===== src/rtl/lsu_pkg.sv =====
// Shared types for the RV32I load/store unit: FSM states and funct3 size/sign codes.
package lsu_pkg;

  typedef enum logic [1:0] {
    IDLE = 2'd0,
    REQ  = 2'd1,
    WAIT = 2'd2
  } state_t;

  localparam logic [2:0] F3_B  = 3'b000;
  localparam logic [2:0] F3_H  = 3'b001;
  localparam logic [2:0] F3_W  = 3'b010;
  localparam logic [2:0] F3_BU = 3'b100;
  localparam logic [2:0] F3_HU = 3'b101;

endpackage


===== src/rtl/lsu_align.sv =====
// Combinational byte-lane steering for stores and lane extraction plus extension for loads.
module lsu_align
  import lsu_pkg::*;
(
  input  logic [2:0]  funct3,
  input  logic [1:0]  off,
  input  logic [31:0] wdata,
  input  logic [31:0] rdata,
  output logic [3:0]  mask,
  output logic [31:0] lane,
  output logic [31:0] ldata
);

  function automatic logic [31:0] ext_byte(input logic [7:0] b, input logic sgn);
    return {{24{sgn & b[7]}}, b};
  endfunction

  function automatic logic [31:0] ext_half(input logic [15:0] h, input logic sgn);
    return {{16{sgn & h[15]}}, h};
  endfunction

  logic [7:0]  byte_sel;
  logic [15:0] half_sel;

  assign byte_sel = rdata[{off, 3'b000} +: 8];
  assign half_sel = rdata[{off[1], 4'b0000} +: 16];

  always_comb begin
    mask = 4'b1111;
    lane = wdata;
    case (funct3[1:0])
      2'b00: begin
        mask = 4'b0001 << off;
        lane = {4{wdata[7:0]}};
      end
      2'b01: begin
        mask = 4'b0011 << off;
        lane = {2{wdata[15:0]}};
      end
      default: ;
    endcase
  end

  always_comb begin
    ldata = rdata;
    case (funct3)
      F3_B:    ldata = ext_byte(byte_sel, 1'b1);
      F3_BU:   ldata = ext_byte(byte_sel, 1'b0);
      F3_H:    ldata = ext_half(half_sel, 1'b1);
      F3_HU:   ldata = ext_half(half_sel, 1'b0);
      default: ldata = rdata;
    endcase
  end

endmodule


===== src/rtl/lsu.sv =====
// RV32I memory-stage load/store unit: IDLE/REQ/WAIT handshake with data memory.
// Define LSU_MISALIGN_TRAP_EN to fault misaligned H/W accesses instead of truncating the address.
module lsu
  import lsu_pkg::*;
(
  input  logic        i_clk,
  input  logic        i_rst,
  input  logic        i_valid,
  input  logic        i_load,
  input  logic        i_store,
  input  logic [2:0]  i_funct3,
  input  logic [31:0] i_addr,
  input  logic [31:0] i_wdata,
  input  logic [4:0]  i_rd,
  output logic        o_busy,
  output logic        o_dmem_req,
  output logic [31:0] o_dmem_addr,
  output logic        o_dmem_wen,
  output logic [3:0]  o_dmem_mask,
  output logic [31:0] o_dmem_wdata,
  input  logic        i_dmem_ready,
  input  logic        i_dmem_rvalid,
  input  logic [31:0] i_dmem_rdata,
  output logic        o_wb_valid,
  output logic [4:0]  o_wb_rd,
  output logic [31:0] o_wb_data,
  output logic        o_fault
);

  state_t      state, state_nx;
  logic [31:0] addr_p0, wdata_p0;
  logic [2:0]  f3_p0;
  logic [4:0]  rd_p0;
  logic        load_p0;
  logic        wb_vld_p1, fault_p1;
  logic [31:0] wb_data_p1;

  logic        accept, f3_bad, misalign, reject, resp;
  logic [1:0]  off;
  logic [3:0]  mask;
  logic [31:0] lane, ldata;

  assign accept = (state == IDLE) && i_valid && (i_load || i_store);
  assign resp   = (state == WAIT) && i_dmem_rvalid;

  always_comb begin
    f3_bad = 1'b1;
    case (i_funct3)
      F3_B, F3_H, F3_W: f3_bad = 1'b0;
      F3_BU, F3_HU:     f3_bad = i_store;
      default:          f3_bad = 1'b1;
    endcase
  end

`ifdef LSU_MISALIGN_TRAP_EN
  assign misalign = ((i_funct3 == F3_H || i_funct3 == F3_HU) && i_addr[0]) ||
                    ((i_funct3 == F3_W) && (i_addr[1:0] != 2'b00));
`else
  assign misalign = 1'b0;
`endif

  assign reject = f3_bad || misalign;

  // Halfwords ignore addr[0] and words ignore addr[1:0]; only unreachable when trapping.
  always_comb begin
    off = addr_p0[1:0];
    case (f3_p0[1:0])
      2'b01:   off = {addr_p0[1], 1'b0};
      2'b10:   off = 2'b00;
      default: off = addr_p0[1:0];
    endcase
  end

  lsu_align u_align (
    .funct3 (f3_p0),
    .off    (off),
    .wdata  (wdata_p0),
    .rdata  (i_dmem_rdata),
    .mask   (mask),
    .lane   (lane),
    .ldata  (ldata)
  );

  always_comb begin
    state_nx = state;
    case (state)
      IDLE:    if (accept && !reject) state_nx = REQ;
      REQ:     if (i_dmem_ready) state_nx = load_p0 ? WAIT : IDLE;
      WAIT:    if (i_dmem_rvalid) state_nx = IDLE;
      default: state_nx = IDLE;
    endcase
  end

  always_ff @(posedge i_clk) begin
    if (i_rst) begin
      state      <= IDLE;
      wb_vld_p1  <= 1'b0;
      fault_p1   <= 1'b0;
      wb_data_p1 <= '0;
    end else begin
      state     <= state_nx;
      wb_vld_p1 <= resp;
      fault_p1  <= accept && reject;
      if (resp) wb_data_p1 <= ldata;
    end
  end

  // Capture stage: request fields held here for the whole REQ/WAIT window
  always_ff @(posedge i_clk) begin
    if (accept) begin
      addr_p0  <= i_addr;
      wdata_p0 <= i_wdata;
      f3_p0    <= i_funct3;
      rd_p0    <= i_rd;
      load_p0  <= i_load;
    end
  end

  assign o_busy       = (state != IDLE);
  assign o_dmem_req   = (state == REQ);
  assign o_dmem_addr  = o_dmem_req ? {addr_p0[31:2], 2'b00} : 32'h0;
  assign o_dmem_wen   = o_dmem_req && !load_p0;
  assign o_dmem_mask  = o_dmem_req ? mask : 4'h0;
  assign o_dmem_wdata = o_dmem_req ? lane : 32'h0;
  assign o_wb_valid   = wb_vld_p1;
  assign o_wb_rd      = wb_vld_p1 ? rd_p0 : 5'd0;
  assign o_wb_data    = wb_data_p1;
  assign o_fault      = fault_p1;

endmodule


===== config.mk =====
export PLATFORM = sky130hd
export DESIGN_NAME = lsu
export DESIGN_NICKNAME = d
export VERILOG_FILES = /design/src/rtl/lsu_pkg.sv /design/src/rtl/lsu_align.sv /design/src/rtl/lsu.sv
export SDC_FILE = /design/constraint.sdc
export NUM_CORES = 1
export LEC_CHECK = 0
export CAP_MARGIN = 0
export CORE_UTILIZATION = 38
export CTS_CLUSTER_DIAMETER = 60
export DETAILED_ROUTE_END_ITERATION = 16
export GPL_ROUTABILITY_DRIVEN = 0
export PLACE_DENSITY = 0.86
export SETUP_SLACK_MARGIN = 0.5
export SLEW_MARGIN = 40
export SYNTH_ARGS = -nofsm -noshare
export SYNTH_HDL_FRONTEND = slang
export SYNTH_SLANG_ARGS = --single-unit

===== constraint.sdc =====
create_clock -name i_clk -period 2.8 [get_ports i_clk]
set_input_delay 0.28 -clock i_clk [delete_from_list [all_inputs] [get_ports i_clk]]
set_output_delay 0.28 -clock i_clk [all_outputs]
set_load 0.05 [all_outputs]

* Word-level counts from Yosys, hierarchy flattened
Cells that the tools add are included.
Storage, ports and cells: word-level logic and storage cells 58, register bits after elaboration 109, output and inout bits 110
Operators by class: reduce and logical (&&, ||, !) cells 17, shift-type cells 4, mux-type cells 14, equality and inequality tests 14
Operator list (count):
- 32-bit case mux with 4 select lines | 1
- 32-bit 2-to-1 mux | 2
- 32-bit case mux with 2 select lines | 1
- 32-bit by 6-bit variable part select with 16-bit output | 1
- 32-bit by 6-bit variable part select with 8-bit output | 1
- 3-bit == test (second input constant) | 4
- 2-bit 2-to-1 mux | 4
- 4-bit case mux with 2 select lines | 1
- 3-bit by 1-bit == test with 1-bit output (second input constant) | 2
- 1-bit logical AND | 6
- 3-bit logical NOT | 2
- 2-bit case mux with 3 select lines | 1
- 5-bit 2-to-1 mux | 1
- 2-bit by 1-bit == test with 1-bit output (second input constant) | 2
- 2-bit == test (second input constant) | 2
- 2-bit logical NOT | 2
- 4-bit 2-to-1 mux | 1
- 2-bit by 1-bit inequality test with 1-bit output (second input constant) | 2
- 2-bit case mux with 2 select lines | 1
- 1-bit by 2-bit << shifter with 4-bit output (first input constant) | 1
- 2-bit by 2-bit << shifter with 4-bit output (first input constant) | 1
- 3-bit by 2-bit == test with 1-bit output (second input constant) | 1
- 3-bit AND reduction | 1
- 3-bit OR reduction | 1
- 6 further kinds | 7

* Longest topological paths before layout
Gate-level depths: netlist (run 1).
depth after elaboration 7, depth in mapped cells 9, mapped depth without buffers 7

* Hierarchy
Synthesis (run 1) repeated with hierarchy kept, for this count alone.
Second synthesis, totals: cells, all modules 518, area, all modules 5342.6 um^2
Modules (own cells, without submodules):
- lsu | cells an instance 319, area each 4036.4 um^2, times used 1
- lsu_align | cells an instance 199, area each 1306.3 um^2, times used 1

* Worst setup path before layout (run 1)
No wires, ideal clock.
path kind register -> register, start register state[1], end register addr_p0[0], enable pin, setup slack -0.017 ns, clock period less this slack 2.817 ns, arrival time 2.390 ns, path buffers 0, cell stages (with the launch flop) 5, library setup time 0.427 ns, cell sequence dfxtp_1 > or2_2 > nor2_1 > nand2_1 > inv_1
Between the ends: longest elaborated chain between the ends 3
RTL lines:
- start, declared | RTL line lsu.sv:30 | state_t state, state_nx;
- start signal, assigned | RTL line lsu.sv:101 | state <= state_nx;
- 2-bit logical NOT | RTL line lsu.sv:43 | assign accept = (state == IDLE) && i_valid && (i_load || i_store);
- 1-bit logical AND (2 in series) | RTL line lsu.sv:43
- net accept | RTL line lsu.sv:38 | logic accept, f3_bad, misalign, reject, resp;
- end signal, assigned | RTL line lsu.sv:111 | addr_p0 <= i_addr;
- end, declared | RTL line lsu.sv:31 | logic [31:0] addr_p0, wdata_p0;
The timed path passes the listed nets, and every way through them passes these cells. A chain may end at the register's enable or synchronous reset.

* Worst setup path in the final report (run 1)
start register f3_p0[0], end register wb_data_p1[8] (netlist: o_wb_data[8])
Between the ends: longest elaborated chain between the ends 4, elaborated cells between the ends (all ways) 10, those cells by class 5 x eq/ne; 2 x shift; 2 x mux; 1 x reduce/logical
RTL lines:
- start, declared | RTL line lsu.sv:32 | logic [2:0] f3_p0;
- start signal, assigned | RTL line lsu.sv:113 | f3_p0 <= i_funct3;
- 2-bit == test or 2-bit by 1-bit == test with 1-bit output (tied branches) | RTL line lsu.sv:67 | case (f3_p0[1:0])
- 2-bit case mux with 2 select lines | RTL line lsu.sv:67
- 32-bit by 6-bit variable part select with 16-bit output or 32-bit by 6-bit variable part select with 8-bit output (tied branches) | RTL line lsu_align.sv:26, lsu_align.sv:25
- 32-bit case mux with 4 select lines * | RTL line lsu_align.sv:46 | case (funct3)
- end signal, assigned | RTL line lsu.sv:104 | if (resp) wb_data_p1 <= ldata;
- end, declared | RTL line lsu.sv:36 | logic [31:0] wb_data_p1;
Mark *: on every way between the ends. The rest lies on a longest branch, timed or not.

==> flow_summary_export.csv, run 1 <==
group,metric,value,unit
status,status,"completed",
yosys,synth_enable_flop_cells,73,
layout,layout-drive-gt1-share,22.2,%
clock_tree,cts-root-buf,"sky130_fd_sc_hd__clkbuf_16",
clock_tree,h-tree-depth,3,
critical_path,cp_num_buf_inv,1,
floorplan,dieWidth,116,microns
pwr,sequential_cell_fraction_of_total_power,46.5,%
yosys,synth.yosys.warnings,0,
critical_path,worst-endpoint-arrival,2.54,ns
yosys,ys_seq_area_share,58.9,%
floorplan,floorplan.rows,41,
clock_tree,clkSlewWorstSetupHoldPaths,0.07,ns
layout,fillerInstances,857,
pwr,p_leak,3.09,nW
floorplan,design.die.area,13500,sq um
global_route,grt-ovfl-total,0,
routing,route.antenna.remaining_nets,0,
global_route,first_pass_grt_wire_length,24400,microns
sta,worstMarginPinSlew,0.754,ns
critical_path,critPathMaxStageDelay,0.62,ns
placement,post-dp-hpwl,12600,microns
pwr,p_per_area,457,nW/um^2
clock_tree,max-clock-path-buffers,2,
yosys,post_synth_fa_ha_maj_area_fraction,0.759,%
sta,timing.final.max_slew_violations,0,
layout,final_core_utilization,68.2,%
critical_path,crit_path_cell_trace,"inv_1 -> ha_4 -> nor2b_2 -> mux4_2 -> a21oi_2 -> a221oi_1",
routing,drt_pre_antenna_iters,5,
critical_path,reg2reg_depth,6,
critical_path,critical_path.endpoint_type,"flop",
worst_hold_path,hp-class,"in2reg",
clock_tree,tritoncts,"yes",
sta,setup_repair_after_global_routing_missed_its_margin,"yes",
critical_path,cp_max_fo,7,
routing,detailedRoute.firstIterationViolations,305,
critical_path,timing.rr.end,"o_wb_data[8]",
critical_path,crit-reg2reg-launch,"f3_p0[0]",
critical_path,cp_slowest_cell,"sky130_fd_sc_hd__mux4_2",
floorplan,initial_utilization,39.0,%
critical_path,worstSetupPathType,"reg2reg",
layout,final_nets,795,
floorplan,core_area,12700,sq um
yosys,ys_ff_latch,109,
sta,final.period_utilization,82.8,%
routing,route.detailed.vias_per_inst,5.32,
yosys,synth_compound_gate_area_share,13.2,%
critical_path,beginning_of_the_critical_path,"f3_p0[0]",
sta,final_setup_violations,0,
sta,relative_slew_slack,49.6,%
yosys,avgSynthCellArea,10.7,sq um
layout,syn2layout_area_growth,74.8,%
pwr,cellInternalPower,2.83,mW
critical_path,critical_path_destination,"o_wb_data[8]",
yosys,post_synth_mux_area_share,3.49,%
critical_path,timing.critical_path.required,3.02,ns
sta,timing_hold_violations_final,0,
yosys,synth_top_flop_cell,"sky130_fd_sc_hd__edfxtp_1",
global_route,grt_max_degree,35,
sta,fin_skew,0.00429,ns
yosys,synth.lib_cells_used.distinct,42,
routing,routed_wirelength,16600,microns
global_route,track_usage,24.7,%
floorplan,fp.dieH,116,microns
routing,detail_route.drc_violations,0,
floorplan,num_io_pins,221,
pwr,comb_power_share,23.0,%
pwr,ir_worst_vdd,0.363,mV
placement,io_buffers,218,
clock_tree,numClockSinks,109,
sta,maxClockFrequency,0.431,GHz
critical_path,worst_path_dominant_cell_family,"multiplexers",
sta,postLayoutSetupSlackWorst,0.481,ns
run,cap_viol_max_count,0,
yosys,largest_family_of_logic_cells_by_synthesized_area,"simple AND/OR/NAND/NOR gates",
critical_path,kind_of_launch_point_of_the_worst_setup_path,"flop",
yosys,simple_logic_cell_fraction_of_the_synthesized_area,19.9,%
pwr,power_dissipated_by_switching_net_loads,1.12,mW
placement,pre_cts_slack,0.402,ns
layout,antenna_cells,0,
clock_tree,cts-buffers-inserted,9,
global_route,first_global_vias,4662,
pwr,switching_share,28.4,%
yosys,mappedNetlistArea,4940,sq um
sta,min_period,2.32,ns
yosys,synthXorXnorAreaFrac,0,%
pwr,clock_power_share,30.5,%
critical_path,reg2reg_slack,0.48,ns
yosys,postSynth.asyncResetShare,0,%
routing,wl_per_cell,19.4,microns
routing,vias,4566,
clock_tree,worstSkewPairLatency,0.36,ns
layout,layout_common_cells,"sky130_fd_sc_hd__clkdlybuf4s50_1, sky130_fd_sc_hd__nand2_1, sky130_fd_sc_hd__edfxtp_1, sky130_fd_sc_hd__buf_12, sky130_fd_sc_hd__and2_1",
sta,final.setup.tns,0,ns
critical_path,number_of_logic_stages_on_the_critical_path_including_buffering,6,
global_route,grt_antenna_before_repair,1,
yosys,syn-instance-count,464,
layout,final_common_cell,"sky130_fd_sc_hd__clkdlybuf4s50_1",
clock_tree,post_cts_hold_buffer_count,0,
-- per-layer routing --
layer,global-route usage (%),part of all wire [%],vias to the layer above
met5,0,0,-
met4,10.4,2.7,0
met3,8.58,10,33
met2,44.4,52,259
met1,26.1,35,2175
li1,-,-,2099
-- how the worst min path moves through the flow --
stage                        startpoint       endpoint  slack, ns  cells after the start
final                        i_addr[27]    addr_p0[27]       0.47                      1
after global routing        i_wdata[24]   wdata_p0[24]       0.46                      1
after CTS                    i_addr[27]    addr_p0[27]       0.46                      1
after detailed placement  o_wb_data[10]  o_wb_data[10]       0.47                      2
after global placement    o_wb_data[14]  o_wb_data[14]       0.46                      2
after floorplan               i_addr[0]     addr_p0[0]       0.38                      0
-- power by group through the flow --
stage	Clock [mW]	Sequential, mW	Combinational (mW)
after CTS	1.22	1.84	0.888
after detailed placement	0	1.87	0.873
after global placement	0	1.87	0.849
after global routing	1.27	1.84	0.953
after floorplan	0	1.88	0.412
final	1.21	1.84	0.910
-- state kept, by name (all words and copies together) (netlist names) --
register	flops
o_wb_valid	1
o_fault	1
state	2
addr_p0	32
rd_p0	5
wdata_p0	32
load_p0	1
f3_p0	3
o_wb_data	32
-- synth_stat cells, drive strengths merged, types with 2 or more instances --
master,n,area [sq um]
dfxtp,36,721
nor3b,7,52.6
inv,4,15.0
mux2i,6,60.1
o21ai,12,60.1
edfxtp,73,2190
nor4,9,56.3
nor2,39,146
buf,14,80.1
a31oi,10,77.6
o211a,6,60.1
mux2,8,90.1
and2,43,269
o221ai,6,52.6
a221oi,7,61.3
or2,3,18.8
o21bai,2,15.0
nor3,8,40.0
nand2,76,293
nand3,2,10.0
nor2b,4,27.5
a211oi,17,128
and3b,3,26.3
nand2b,5,38.8
a21oi,32,164
ha,3,37.5
clkbuf,22,82.6
-- logic make-up after synthesis --
| group | Yosys count |
|---|---|
| AOI/OAI and AO/OA | 96 |
| adders and majority gates | 3 |
| buffers and inverters | 40 |
| DFF | 109 |
| muxes | 15 |
| other | 1 |
| and+or+nand+nor | 200 |
-- what timing repair did --
item	in CTS	in global routing
gates resized for setup	10	7
buffers inserted	1	7
setup endpoints to repair	52	41
cloned	0	1
pin swaps	2	3
hold endpoints to repair	0	0
-- cell type report --
type / instances / area [sq um] / share of cell area (%)
clock inverter: 7 / 48.8 / 0.565
timing repair buffer: 241 / 3090 / 35.7
clock buffer: 9 / 225 / 2.61
multi-input combinational: 316 / 2130 / 24.7
tap: 172 / 215 / 2.49
inverter: 4 / 18.8 / 0.217
sequential: 109 / 2910 / 33.7
-- stage by stage --
| step | instance area [sq um] | power, mW | hold WS, ns | instances |
|---|---|---|---|---|
| 6_report | 8640 | 3.95 | 0.471 | 858 |
| 5_1_grt | 8640 | 4.06 | 0.463 | 858 |
| 4_1_cts | 8540 | 3.94 | 0.463 | 850 |
| 3_5_place_dp | 8210 | 2.74 | 0.469 | 833 |
| 3_3_place_gp | 8210 | 2.71 | 0.461 | 833 |
| 2_1_floorplan | 5170 | 2.29 | 0.379 | 465 |
(Power assumes the default switching activity.)
==> inputs of run 2 (changes only) <==
--- a/config.mk
+++ b/config.mk
@@ -6,11 +6,11 @@
 export NUM_CORES = 1
 export LEC_CHECK = 0
 export CAP_MARGIN = 0
-export CORE_UTILIZATION = 38
+export CORE_UTILIZATION = 42
 export CTS_CLUSTER_DIAMETER = 60
 export DETAILED_ROUTE_END_ITERATION = 16
 export GPL_ROUTABILITY_DRIVEN = 0
-export PLACE_DENSITY = 0.86
+export PLACE_DENSITY = 0.9
 export SETUP_SLACK_MARGIN = 0.5
 export SLEW_MARGIN = 40
 export SYNTH_ARGS = -nofsm -noshare
==> constraint.sdc (replaced) <==
create_clock -name i_clk -period 2.3 [get_ports i_clk]
set_input_delay 0.23 -clock i_clk [delete_from_list [all_inputs] [get_ports i_clk]]
set_output_delay 0.23 -clock i_clk [all_outputs]
set_load 0.05 [all_outputs]
==> run 2 against run 1 <==
Effect of this change:
- routed wire length up 19%
- via count increased by 11%
- non-clock buffer count is 40 higher
- combinational power rose by 45%
- critical path depth grew 1
- sequential power is 23% higher
- register-to-register slack worse by 0.34 ns
- sequential cell count is the same
- final area rose by 9.4%
- sequential share of layout area decreased by 2.8 points
- utilization rose by 14 points
- count of clock-buffer cells in the layout rose by 2
- highest routed layer unchanged
==> flow_summary_export.csv, run 2 (same netlist as run 1, synthesis figures left out) <==
group,metric,value,unit
layout,final_common_cell,"sky130_fd_sc_hd__clkdlybuf4s50_1",
critical_path,worst_path_dominant_cell_family,"buffers and inverters",
sta,maxClockFrequency,0.457,GHz
floorplan,dieWidth,110,microns
sta,timing.final.max_slew_violations,0,
sta,final_setup_violations,0,
floorplan,design.die.area,12200,sq um
clock_tree,h-tree-depth,3,
sta,final.setup.tns,0,ns
critical_path,reg2reg_slack,0.14,ns
critical_path,reg2reg_depth,8,
placement,post-dp-hpwl,11500,microns
global_route,grt_antenna_before_repair,0,
global_route,first_pass_grt_wire_length,27900,microns
sta,worst_hold_slack,0.408,ns
pwr,ir_worst_vdd,0.579,mV
layout,layout_common_cells,"sky130_fd_sc_hd__clkdlybuf4s50_1, sky130_fd_sc_hd__edfxtp_1, sky130_fd_sc_hd__nand2_1, sky130_fd_sc_hd__and2_4, sky130_fd_sc_hd__buf_12",
routing,vias,5046,
floorplan,fp.dieH,110,microns
critical_path,cp_max_fo,8,
critical_path,critPathMaxStageDelay,0.44,ns
critical_path,kind_of_launch_point_of_the_worst_setup_path,"flop",
layout,final_nets,835,
critical_path,beginning_of_the_critical_path,"f3_p0[0]",
status,status,"completed",
sta,fin_skew,0.0200,ns
routing,route.antenna.remaining_nets,0,
clock_tree,cts-root-buf,"sky130_fd_sc_hd__clkbuf_16",
placement,pre_cts_slack,0.148,ns
critical_path,cp_slowest_cell,"sky130_fd_sc_hd__edfxtp_1",
routing,drt_pre_antenna_iters,5,
clock_tree,tritoncts,"yes",
sta,postLayoutSetupSlackWorst,0.114,ns
global_route,first_global_vias,5058,
layout,layout-drive-gt1-share,39.4,%
run,cap_viol_max_count,0,
floorplan,floorplan.rows,39,
layout,syn2layout_area_growth,91.2,%
critical_path,crit_path_cell_trace,"ha_4 -> buf_12 -> nor2_4 -> clkbuf_16 -> nand2_1 -> a21oi_4 -> buf_12",
clock_tree,max-clock-path-buffers,2,
critical_path,worstSetupPathType,"reg2out",
floorplan,initial_utilization,43.1,%
critical_path,cp_num_buf_inv,3,
routing,routed_wirelength,19700,microns
routing,wl_per_cell,22.7,microns
pwr,p_leak,3.57,nW
routing,route.detailed.vias_per_inst,5.81,
layout,antenna_cells,0,
sta,relative_slew_slack,63.6,%
clock_tree,clkSlewWorstSetupHoldPaths,0.09,ns
critical_path,timing.critical_path.required,2.07,ns
placement,io_buffers,218,
pwr,p_per_area,538,nW/um^2
sta,final.period_utilization,95.0,%
sta,setup_repair_after_global_routing_missed_its_margin,"yes",
global_route,track_usage,29.7,%
floorplan,num_io_pins,221,
clock_tree,numClockSinks,109,
critical_path,worst-endpoint-arrival,1.96,ns
global_route,grt_max_degree,46,
worst_hold_path,hp-class,"in2reg",
clock_tree,worstSkewPairLatency,0.37,ns
global_route,grt-ovfl-total,0,
sta,min_period,2.19,ns
routing,detailedRoute.firstIterationViolations,377,
critical_path,critical_path.endpoint_type,"output pin",
critical_path,critical_path_destination,"o_dmem_wdata[17]",
sta,worstMarginPinSlew,0.544,ns
critical_path,timing.rr.end,"o_wb_data[31]",
sta,timing_hold_violations_final,0,
clock_tree,post_cts_hold_buffer_count,0,
floorplan,core_area,11500,sq um
routing,detail_route.drc_violations,0,
critical_path,crit_path_frequent_cell,"sky130_fd_sc_hd__buf_12",
clock_tree,cts-buffers-inserted,9,
critical_path,number_of_logic_stages_on_the_critical_path_including_buffering,7,
critical_path,crit-reg2reg-launch,"f3_p0[0]",
[run 2: changes by cell type in the layout (fill, tap and decap cells not counted), moves of 21 or more]
cell,previous run,this run
sky130_fd_sc_hd__and2_1,43,5
sky130_fd_sc_hd__and2_4,0,38
sky130_fd_sc_hd__buf_12,70,38
sky130_fd_sc_hd__buf_6,1,26
sky130_fd_sc_hd__buf_8,1,26
sky130_fd_sc_hd__nand2_1,74,53
[run 2: where the power goes]
part	internal [mW]	switching, mW
Combinational	0.623	0.699
Clock	0.740	0.765
Sequential	2.20	0.0626
[run 2: what timing repair did]
action,4_1_cts,5_1_grt
endpoints found under the setup margin,103,103
pin swaps,31,35
resized for setup,85,102
setup buffers,30,9
cloned,4,5
[run 2: metrics by stage]
stage                     util (%)  instance area (sq um)  power (mW)  std cells
final                         82.4                   9450        5.09        869
after global routing          82.4                   9450        5.22        869
after CTS                     77.8                   8920        4.91        855
after detailed placement      69.7                   8000        3.32        805
after global placement        69.7                   8000        3.28        805
after floorplan                  -                   5500        2.86        465
[run 2: worst reg2reg max path, delay by kind of cell (launching register included)]
| kind | cells | cell delay [ns] |
|---|---|---|
| muxes | 1 | 0.57 |
| and+or+nand+nor | 1 | 0.16 |
| buffers and inverters | 3 | 0.41 |
| adders and majority gates | 1 | 0.23 |
| DFF | 1 | 0.44 |
| AOI/OAI and AO/OA | 2 | 0.23 |
[run 2: per-layer routing]
layer	GRT usage, %	part of all wire, %	vias up
met5	0	0	-
met4	12.6	4.0	0
met3	8.45	8.6	65
met2	52.2	52	332
met1	33.5	36	2467
li1	-	-	2182
[run 2: final cells by class]
type	instances	area, sq um
Sequential cell	109	2920
Clock buffer	11	233
Clock inverter	5	36.3
Tap cell	143	179
Multi-Input combinational cell	316	2640
Timing Repair Buffer	281	3420
Fill cell	555	2010
Inverter	4	22.5
[run 2: worst min path at each step]
stage / from / to / slack, ns / depth (start not counted)
floorplan: i_addr[0] / addr_p0[0] / 0.33 / 0
global placement: o_wb_data[12] / o_wb_data[12] / 0.47 / 2
detailed placement: o_wb_data[13] / o_wb_data[13] / 0.48 / 2
CTS: i_wdata[7] / wdata_p0[7] / 0.42 / 1
global route: i_wdata[29] / wdata_p0[29] / 0.41 / 1
finish: i_wdata[1] / wdata_p0[1] / 0.41 / 1
